**config.mk**
```make
export PLATFORM = sky130hd
export DESIGN_NAME = html_stream_parser
export DESIGN_NICKNAME = d
export VERILOG_FILES = /design/src/rtl/html_stream_parser.sv
export SDC_FILE = /design/constraint.sdc
export NUM_CORES = 1
export LEC_CHECK = 0
export ABC_AREA = 1
export CORE_AREA = 10 10 176 178
export CTS_CLUSTER_DIAMETER = 30
export CTS_CLUSTER_SIZE = 30
export DETAILED_ROUTE_END_ITERATION = 8
export DIE_AREA = 0 0 186 188
export PLACE_DENSITY_LB_ADDON = 0.25
export SETUP_SLACK_MARGIN = 0.1
export SYNTH_ARGS = -nofsm -noshare
export SYNTH_HDL_FRONTEND = slang
export SYNTH_SLANG_ARGS = --single-unit
```
**constraint.sdc**
```tcl
create_clock -name clock -period 8.5 [get_ports clock]
set_input_delay 2.55 -clock clock [delete_from_list [all_inputs] [get_ports clock]]
set_output_delay 2.55 -clock clock [all_outputs]
set_load 0.02 [all_outputs]
```
**src/rtl/html_stream_parser.sv**
```systemverilog
// Streaming parser for a small subset of HTML: plain text, <font color size>,
// <div w h color>, <br>. It keeps a bounded style stack, lays glyphs out with
// line wrap and hands one draw command per glyph or block to the renderer.
module html_stream_parser #(
    parameter int X_W         = 10,
    parameter int Y_W         = 9,
    parameter int COLOR_W     = 8,
    parameter int VAL_W       = 8,
    parameter int STACK_DEPTH = 4,
    parameter int SCREEN_W    = 640,
    parameter int GLYPH_W     = 8,
    parameter int GLYPH_H     = 8
) (
    input  logic               clock,
    input  logic               reset,
    input  logic [7:0]         char,
    input  logic               char_valid,
    output logic               char_ready,
    output logic               cmd_valid,
    input  logic               cmd_ready,
    output logic               cmd_kind,
    output logic [7:0]         cmd_char,
    output logic [X_W-1:0]     cmd_x,
    output logic [Y_W-1:0]     cmd_y,
    output logic [COLOR_W-1:0] cmd_color,
    output logic [X_W-1:0]     cmd_w,
    output logic [Y_W-1:0]     cmd_h,
    output logic               overflow
);

    localparam int DEP_W = $clog2(STACK_DEPTH + 1);
    localparam int IDX_W = (STACK_DEPTH > 1) ? $clog2(STACK_DEPTH) : 1;
    localparam logic [DEP_W-1:0] DEPTH_MAX = DEP_W'(STACK_DEPTH);

    localparam logic [7:0] C_LT = 8'h3C;
    localparam logic [7:0] C_GT = 8'h3E;
    localparam logic [7:0] C_SL = 8'h2F;
    localparam logic [7:0] C_SP = 8'h20;
    localparam logic [7:0] C_EQ = 8'h3D;
    localparam logic [7:0] C_QT = 8'h22;
    localparam logic [7:0] C_LF = 8'h0A;
    localparam logic [7:0] C_CR = 8'h0D;

    typedef enum logic [2:0] {
        TEXT, TAG_START, TAG_NAME, ATTR_WAIT, ATTR_NAME, ATTR_EQ, ATTR_VAL
    } state_t;

    typedef enum logic [1:0] {T_UNK, T_FONT, T_DIV, T_BR} tag_t;
    typedef enum logic [2:0] {A_NONE, A_COLOR, A_SIZE, A_W, A_H} attr_t;

    // Size 0 behaves like size 1 for all layout math.
    function automatic logic [VAL_W-1:0] eff_sz(input logic [VAL_W-1:0] s);
        return (s == '0) ? VAL_W'(1) : s;
    endfunction

    function automatic logic [X_W-1:0] glyph_w(input logic [VAL_W-1:0] s);
        logic [31:0] p;
        p = 32'(GLYPH_W) * 32'(eff_sz(s));
        return p[X_W-1:0];
    endfunction

    function automatic logic [Y_W-1:0] glyph_h(input logic [VAL_W-1:0] s);
        logic [31:0] p;
        p = 32'(GLYPH_H) * 32'(eff_sz(s));
        return p[Y_W-1:0];
    endfunction

    // Decimal accumulate, clamped to the all-ones value of VAL_W.
    function automatic logic [VAL_W-1:0] sat_accum(input logic [VAL_W-1:0] v,
                                                   input logic [7:0] c);
        logic [31:0] t;
        t = 32'(v) * 32'd10 + 32'(c - 8'h30);
        if (t > 32'({VAL_W{1'b1}}))
            return {VAL_W{1'b1}};
        return t[VAL_W-1:0];
    endfunction

    state_t             state;
    tag_t               tag_id;
    attr_t              attr_id;
    logic               close_flag;
    logic [VAL_W-1:0]   val;
    logic [COLOR_W-1:0] pend_color, eff_color;
    logic [VAL_W-1:0]   pend_size, eff_size;
    logic [VAL_W-1:0]   pend_w, eff_w;
    logic [VAL_W-1:0]   pend_h, eff_h;
    logic [COLOR_W-1:0] color;
    logic [VAL_W-1:0]   size;
    logic [X_W-1:0]     x;
    logic [Y_W-1:0]     y;
    logic [DEP_W-1:0]   depth;
    logic [COLOR_W-1:0] stk_color [STACK_DEPTH];
    logic [VAL_W-1:0]   stk_size  [STACK_DEPTH];

    logic               accept, tag_end, commit, push_en;
    logic               is_digit, is_letter, wrap;
    logic [7:0]         lc;
    logic [X_W-1:0]     gw, gx;
    logic [Y_W-1:0]     gh, gy, div_y;
    logic [IDX_W-1:0]   push_idx, pop_idx;

    assign char_ready = !cmd_valid || cmd_ready;
    assign accept     = char_valid && char_ready;
    assign lc         = char | 8'h20;
    assign is_digit   = (char >= 8'h30) && (char <= 8'h39);
    assign is_letter  = (lc >= 8'h61) && (lc <= 8'h7A);
    assign tag_end    = accept && (state != TEXT) && (char == C_GT);
    assign commit     = accept && ((state == ATTR_EQ) || (state == ATTR_VAL)) &&
                        ((char == C_SP) || (char == C_GT) ||
                         ((char == C_QT) && (state == ATTR_VAL)));
    assign push_en    = tag_end && (tag_id == T_FONT) && !close_flag && (depth < DEPTH_MAX);

    assign gw       = glyph_w(size);
    assign gh       = glyph_h(size);
    assign wrap     = (32'(x) + 32'(gw)) > 32'(SCREEN_W);
    assign gx       = wrap ? '0 : x;
    assign gy       = wrap ? (y + gh) : y;
    assign div_y    = (x != '0) ? (y + gh) : y;
    assign push_idx = IDX_W'(depth);
    assign pop_idx  = IDX_W'(depth - 1'b1);

    // Pending attributes as they stand after this byte's value commit, so a
    // value terminated by '>' is visible to the tag-end action in the same cycle.
    always_comb begin
        eff_color = pend_color;
        eff_size  = pend_size;
        eff_w     = pend_w;
        eff_h     = pend_h;
        if (commit) begin
            case (attr_id)
                A_COLOR: eff_color = COLOR_W'(val);
                A_SIZE:  eff_size  = val;
                A_W:     eff_w     = val;
                A_H:     eff_h     = val;
                default: ;
            endcase
        end
    end

    // Style stack storage; only the depth counter needs reset.
    always_ff @(posedge clock) begin
        if (push_en) begin
            stk_color[push_idx] <= color;
            stk_size[push_idx]  <= size;
        end
    end

    // Parser FSM, text/layout state and the single output command register.
    always_ff @(posedge clock or posedge reset) begin
        if (reset) begin
            state      <= TEXT;
            tag_id     <= T_UNK;
            attr_id    <= A_NONE;
            close_flag <= 1'b0;
            val        <= '0;
            pend_color <= '0;
            pend_size  <= VAL_W'(1);
            pend_w     <= '0;
            pend_h     <= '0;
            color      <= '0;
            size       <= VAL_W'(1);
            x          <= '0;
            y          <= '0;
            depth      <= '0;
            overflow   <= 1'b0;
            cmd_valid  <= 1'b0;
            cmd_kind   <= 1'b0;
            cmd_char   <= '0;
            cmd_x      <= '0;
            cmd_y      <= '0;
            cmd_color  <= '0;
            cmd_w      <= '0;
            cmd_h      <= '0;
        end else begin
            if (cmd_valid && cmd_ready)
                cmd_valid <= 1'b0;
            if (accept) begin
                case (state)
                    TEXT: begin
                        if (char == C_LT) begin
                            state      <= TAG_START;
                            close_flag <= 1'b0;
                            tag_id     <= T_UNK;
                            attr_id    <= A_NONE;
                            pend_color <= color;
                            pend_size  <= size;
                            pend_w     <= '0;
                            pend_h     <= '0;
                        end else if (char != C_LF && char != C_CR) begin
                            cmd_valid <= 1'b1;
                            cmd_kind  <= 1'b0;
                            cmd_char  <= char;
                            cmd_x     <= gx;
                            cmd_y     <= gy;
                            cmd_color <= color;
                            cmd_w     <= gw;
                            cmd_h     <= gh;
                            x         <= gx + gw;
                            y         <= gy;
                        end
                    end
                    TAG_START: begin
                        if (char == C_SL) begin
                            close_flag <= 1'b1;
                        end else begin
                            case (lc)
                                8'h66:   tag_id <= T_FONT;
                                8'h64:   tag_id <= T_DIV;
                                8'h62:   tag_id <= T_BR;
                                default: tag_id <= T_UNK;
                            endcase
                            state <= TAG_NAME;
                        end
                    end
                    TAG_NAME: begin
                        if (char == C_SP)
                            state <= ATTR_WAIT;
                    end
                    ATTR_WAIT: begin
                        if (is_letter) begin
                            case (lc)
                                8'h63:   attr_id <= A_COLOR;
                                8'h73:   attr_id <= A_SIZE;
                                8'h77:   attr_id <= A_W;
                                8'h68:   attr_id <= A_H;
                                default: attr_id <= A_NONE;
                            endcase
                            val   <= '0;
                            state <= ATTR_NAME;
                        end
                    end
                    ATTR_NAME: begin
                        if (char == C_EQ) begin
                            val   <= '0;
                            state <= ATTR_EQ;
                        end else if (char == C_SP) begin
                            state <= ATTR_WAIT;
                        end
                    end
                    default: begin
                        // ATTR_EQ / ATTR_VAL: an opening quote is skipped, a
                        // quote after digits closes the value like a space.
                        if (char == C_QT) begin
                            if (state == ATTR_VAL)
                                state <= ATTR_WAIT;
                        end else if (is_digit) begin
                            val   <= sat_accum(val, char);
                            state <= ATTR_VAL;
                        end else begin
                            state <= ATTR_WAIT;
                        end
                    end
                endcase

                if (commit) begin
                    pend_color <= eff_color;
                    pend_size  <= eff_size;
                    pend_w     <= eff_w;
                    pend_h     <= eff_h;
                end

                if (tag_end) begin
                    state <= TEXT;
                    case (tag_id)
                        T_FONT: begin
                            if (!close_flag) begin
                                if (depth < DEPTH_MAX)
                                    depth <= depth + 1'b1;
                                else
                                    overflow <= 1'b1;
                                color <= eff_color;
                                size  <= eff_size;
                            end else if (depth != '0) begin
                                depth <= depth - 1'b1;
                                color <= stk_color[pop_idx];
                                size  <= stk_size[pop_idx];
                            end else begin
                                overflow <= 1'b1;
                            end
                        end
                        T_BR: begin
                            x <= '0;
                            y <= y + gh;
                        end
                        T_DIV: begin
                            if (!close_flag) begin
                                cmd_valid <= 1'b1;
                                cmd_kind  <= 1'b1;
                                cmd_char  <= '0;
                                cmd_x     <= '0;
                                cmd_y     <= div_y;
                                cmd_color <= eff_color;
                                cmd_w     <= X_W'(eff_w);
                                cmd_h     <= Y_W'(eff_h);
                                x         <= '0;
                                y         <= div_y + Y_W'(eff_h);
                            end
                        end
                        default: ;
                    endcase
                end
            end
        end
    end

endmodule

```
==> impl_metrics.ini <==
[critical_path]
criticalPathCategory = in2out
rr_worst_depth = 29
critical_path.startpoint = cmd_ready
worstPathArrival_ns = 3.76
worst_setup_path_end_kind = output pin
worstPathRequired_ns = 5.95
timing.critical_path.from_type = input port
reg2reg_from = size[1]$_DFFE_PP0P_
timing.critical_path.fanout_max = 3

[layout]
multi_input_comb_area_um2 = 5820
finish.utilization_pct = 53.9
insertedDiodeCount = 0
area.sequential_um2 = 5530
area_growth_pct = 21.4
layout.filler_cells = 2543
drive_above_1_share_pct = 9.67
finish.net_count = 1621

[synthesis]
synthDistinctLibCells = 60
synth.most_common_cell = nand2_1
synth-compound-area-share_pct = 18.4
yosys_warnings = 0
syn_nets = 1545
netlist_top_cells_area = dfrtp_1, edfxtp_1, nand2_1
synth.mux.area_fraction_pct = 0.984
synth_area_um2 = 12200
netlist_top_cells_count = nand2_1, o21ai_0, inv_1
synth_area_leader_cell = dfrtp_1
ys_seq_area_share_pct = 45.3
synth_simple_gate_area_share_pct = 19.5
synth_enable_flop_cells = 64
synth-xor-area-share_pct = 1.79
ys_ff_latch = 208
synthesis.area_per_instance_um2 = 8.31
synth_top_area_share_pct = 29.1
async_flop_share_pct = 69.2
synthFlopType = dfrtp_1
number_of_instances_in_the_synthesized_netlist = 1469
synth-adder-area-share_pct = 6.93
main_combinational_cell_family_by_area_after_synthesis = simple AND/OR/NAND/NOR gates

[sta]
setup_violations = 0
fin_tns_setup_ns = 0
timing_max_transition_violations_final = 0
final_min_period_over_clock_period_pct = 74.2
final-hold-violation-count = 0
worst-slew-pin-transition_ns = 1.06
clock-skew-final_ns = 0.0132
final.min_clock_period_ns = 6.31
worst_slew_margin_rel_pct = 29.4
worst_slack_ns = 2.19
rsz0062_at_grt = no
clock.fmax_mhz = 159

[min_path]
hold_path_class = reg2reg
hold_path.startpoint = pend_w[5]$_DFFE_PP0P_
holdPathStages = 2

[clock_network]
cts.clk_slew.worst_paths_ns = 0.04
cts.root.buffer_cell = clkbuf_16
cts_num_sinks = 208
number_of_h_tree_levels = 2
numCtsBuffers = 48
cts_repair_resize_count = 0
cts_max_path_buffers = 3
cts_hold_buffers = 0
tritoncts = built
cts_setup_buffers = 0
clock_latency_ns = 0.54

[drt]
drt-wirelength-per-cell_um = 18.2
detailed_route_wirelength_on_metal3_um = 2390
route.detailed.vias_per_inst = 5.48
wl_met1_um = 15700
routed-via-count = 10600
dr.pass1.iters = 6
drt_wl_total_um = 35200
drtAntennaViolNets = 0
remaining_drc_errors = 0
met2WireLength_um = 16100
drt_iter0_markers = 918
highest-signal-layer = met4

[floorplan]
initial_core_util_pct = 44.4
design.core.area_um2 = 27500
ioPinCount = 70
dieHeight_um = 188
floorplan.rows = 61
fp.dieArea_um2 = 35000
chipWidth_um = 186

[placement]
finalWeightedCongestion = 0.936
pre_cts_slack_ns = 1.82
portBuffers = 69
detailed_place_hpwl_um = 24100

[global_routing]
grt_overflow = 0
grt_start_max_net_pins = 97
global_route_wire_length_before_repair_um = 57000
grtUsageTotal_pct = 20.3
antenna_violations_before_repair = 0
first_global_vias = 10400

[power_and_ir_drop]
power_density_nw_per_um2 = 376
power.ir.vdd_worst_mv = 0.412
total_power_mw = 5.57
total_leakage_power_nw = 6.59

[job]
max-cap-violations = 0

[run_status]
run_status = complete, no violations
[report_power, final]
part           internal [mW]  switching (mW)  total (mW)
clock network           1.26           0.584        1.84
logic                  0.874            1.46        2.33
registers               1.22           0.176        1.40
[registers in the layout, summed over array words and instances (netlist names), 9 cells and up]
register	flops
y	9
cmd_h	9
stk_size	32
cmd_w	10
cmd_y	9
stk_color	32
x	10
cmd_x	10
[cell type report]
type | count | share of cell area (%)
tap | 346 | 2.92
timing repair buffer | 80 | 5.22
clock buffer | 66 | 9.11
multi-input combinational | 1042 | 39.3
inverter | 165 | 4.22
clock inverter | 22 | 1.92
sequential | 208 | 37.3
[layer usage]
layer,GRT usage [%],up-vias
met1,27.4,4971
met4,6.95,0
met3,3.71,71
met5,0,-
met2,32.0,373
li1,-,5164
[final timing paths]
| path | end | slack (ns) |
|---|---|---|
| min | pend_w[5]$_DFFE_PP0P_ | 0.48 |
| max | char_ready | 2.19 |
| min in group asynchronous | pend_w[1]$_DFFE_PP0P_ | 2.57 |
| max in group asynchronous | cmd_x[4]$_DFFE_PP0P_ | 4.68 |
| min reg2reg | pend_w[5]$_DFFE_PP0P_ | 0.48 |
| max reg2reg | x[7]$_DFFE_PP0P_ | 3.36 |
[metrics by stage]
step,area [um2],hold WS (ns),instances
final,14800,0.482,1929
after floorplan,12200,0.448,1469
after global placement,13200,0.461,1841
after detailed placement,13200,0.467,1841
after global routing,14800,0.501,1929
after CTS,14800,0.479,1929
[critical path: stages]
cell	delay, ns
clkdlybuf4s50_1	0.45
inv_1	0.03
nand2_1	0.10
clkdlybuf4s50_1	0.62
[logic make-up after synthesis]
group / after synthesis
xor gates and xnor gates: 25
and+or+nand+nor: 553
AOI/OAI and AO/OA: 388
DFF: 208
adders and majority gates: 64
muxes: 12
buffers and inverters: 219
[placed cells by master (no fill, tap or decap), drive strengths merged, types with 3 or more instances in the layout]
master           n
dfrtp          142
clkinv           9
o311a            4
clkdlybuf4s50   69
o21a             8
or2              3
a22oi            5
buf             11
xor2            14
o221ai          13
nor2           115
a211oi           4
nor3            13
inv            170
nand2          327
fa               6
bufinv           5
ha              58
edfxtp          64
a21oi           98
o21ai          206
o211ai          18
a21o             3
o22ai            8
nand4            9
clkbuf          66
mux2i           12
xnor2           11
nand3           77
nand3b           6
a22o             5
clkinvlp         3
No activity file was read; power rests on OpenSTA's default activity.
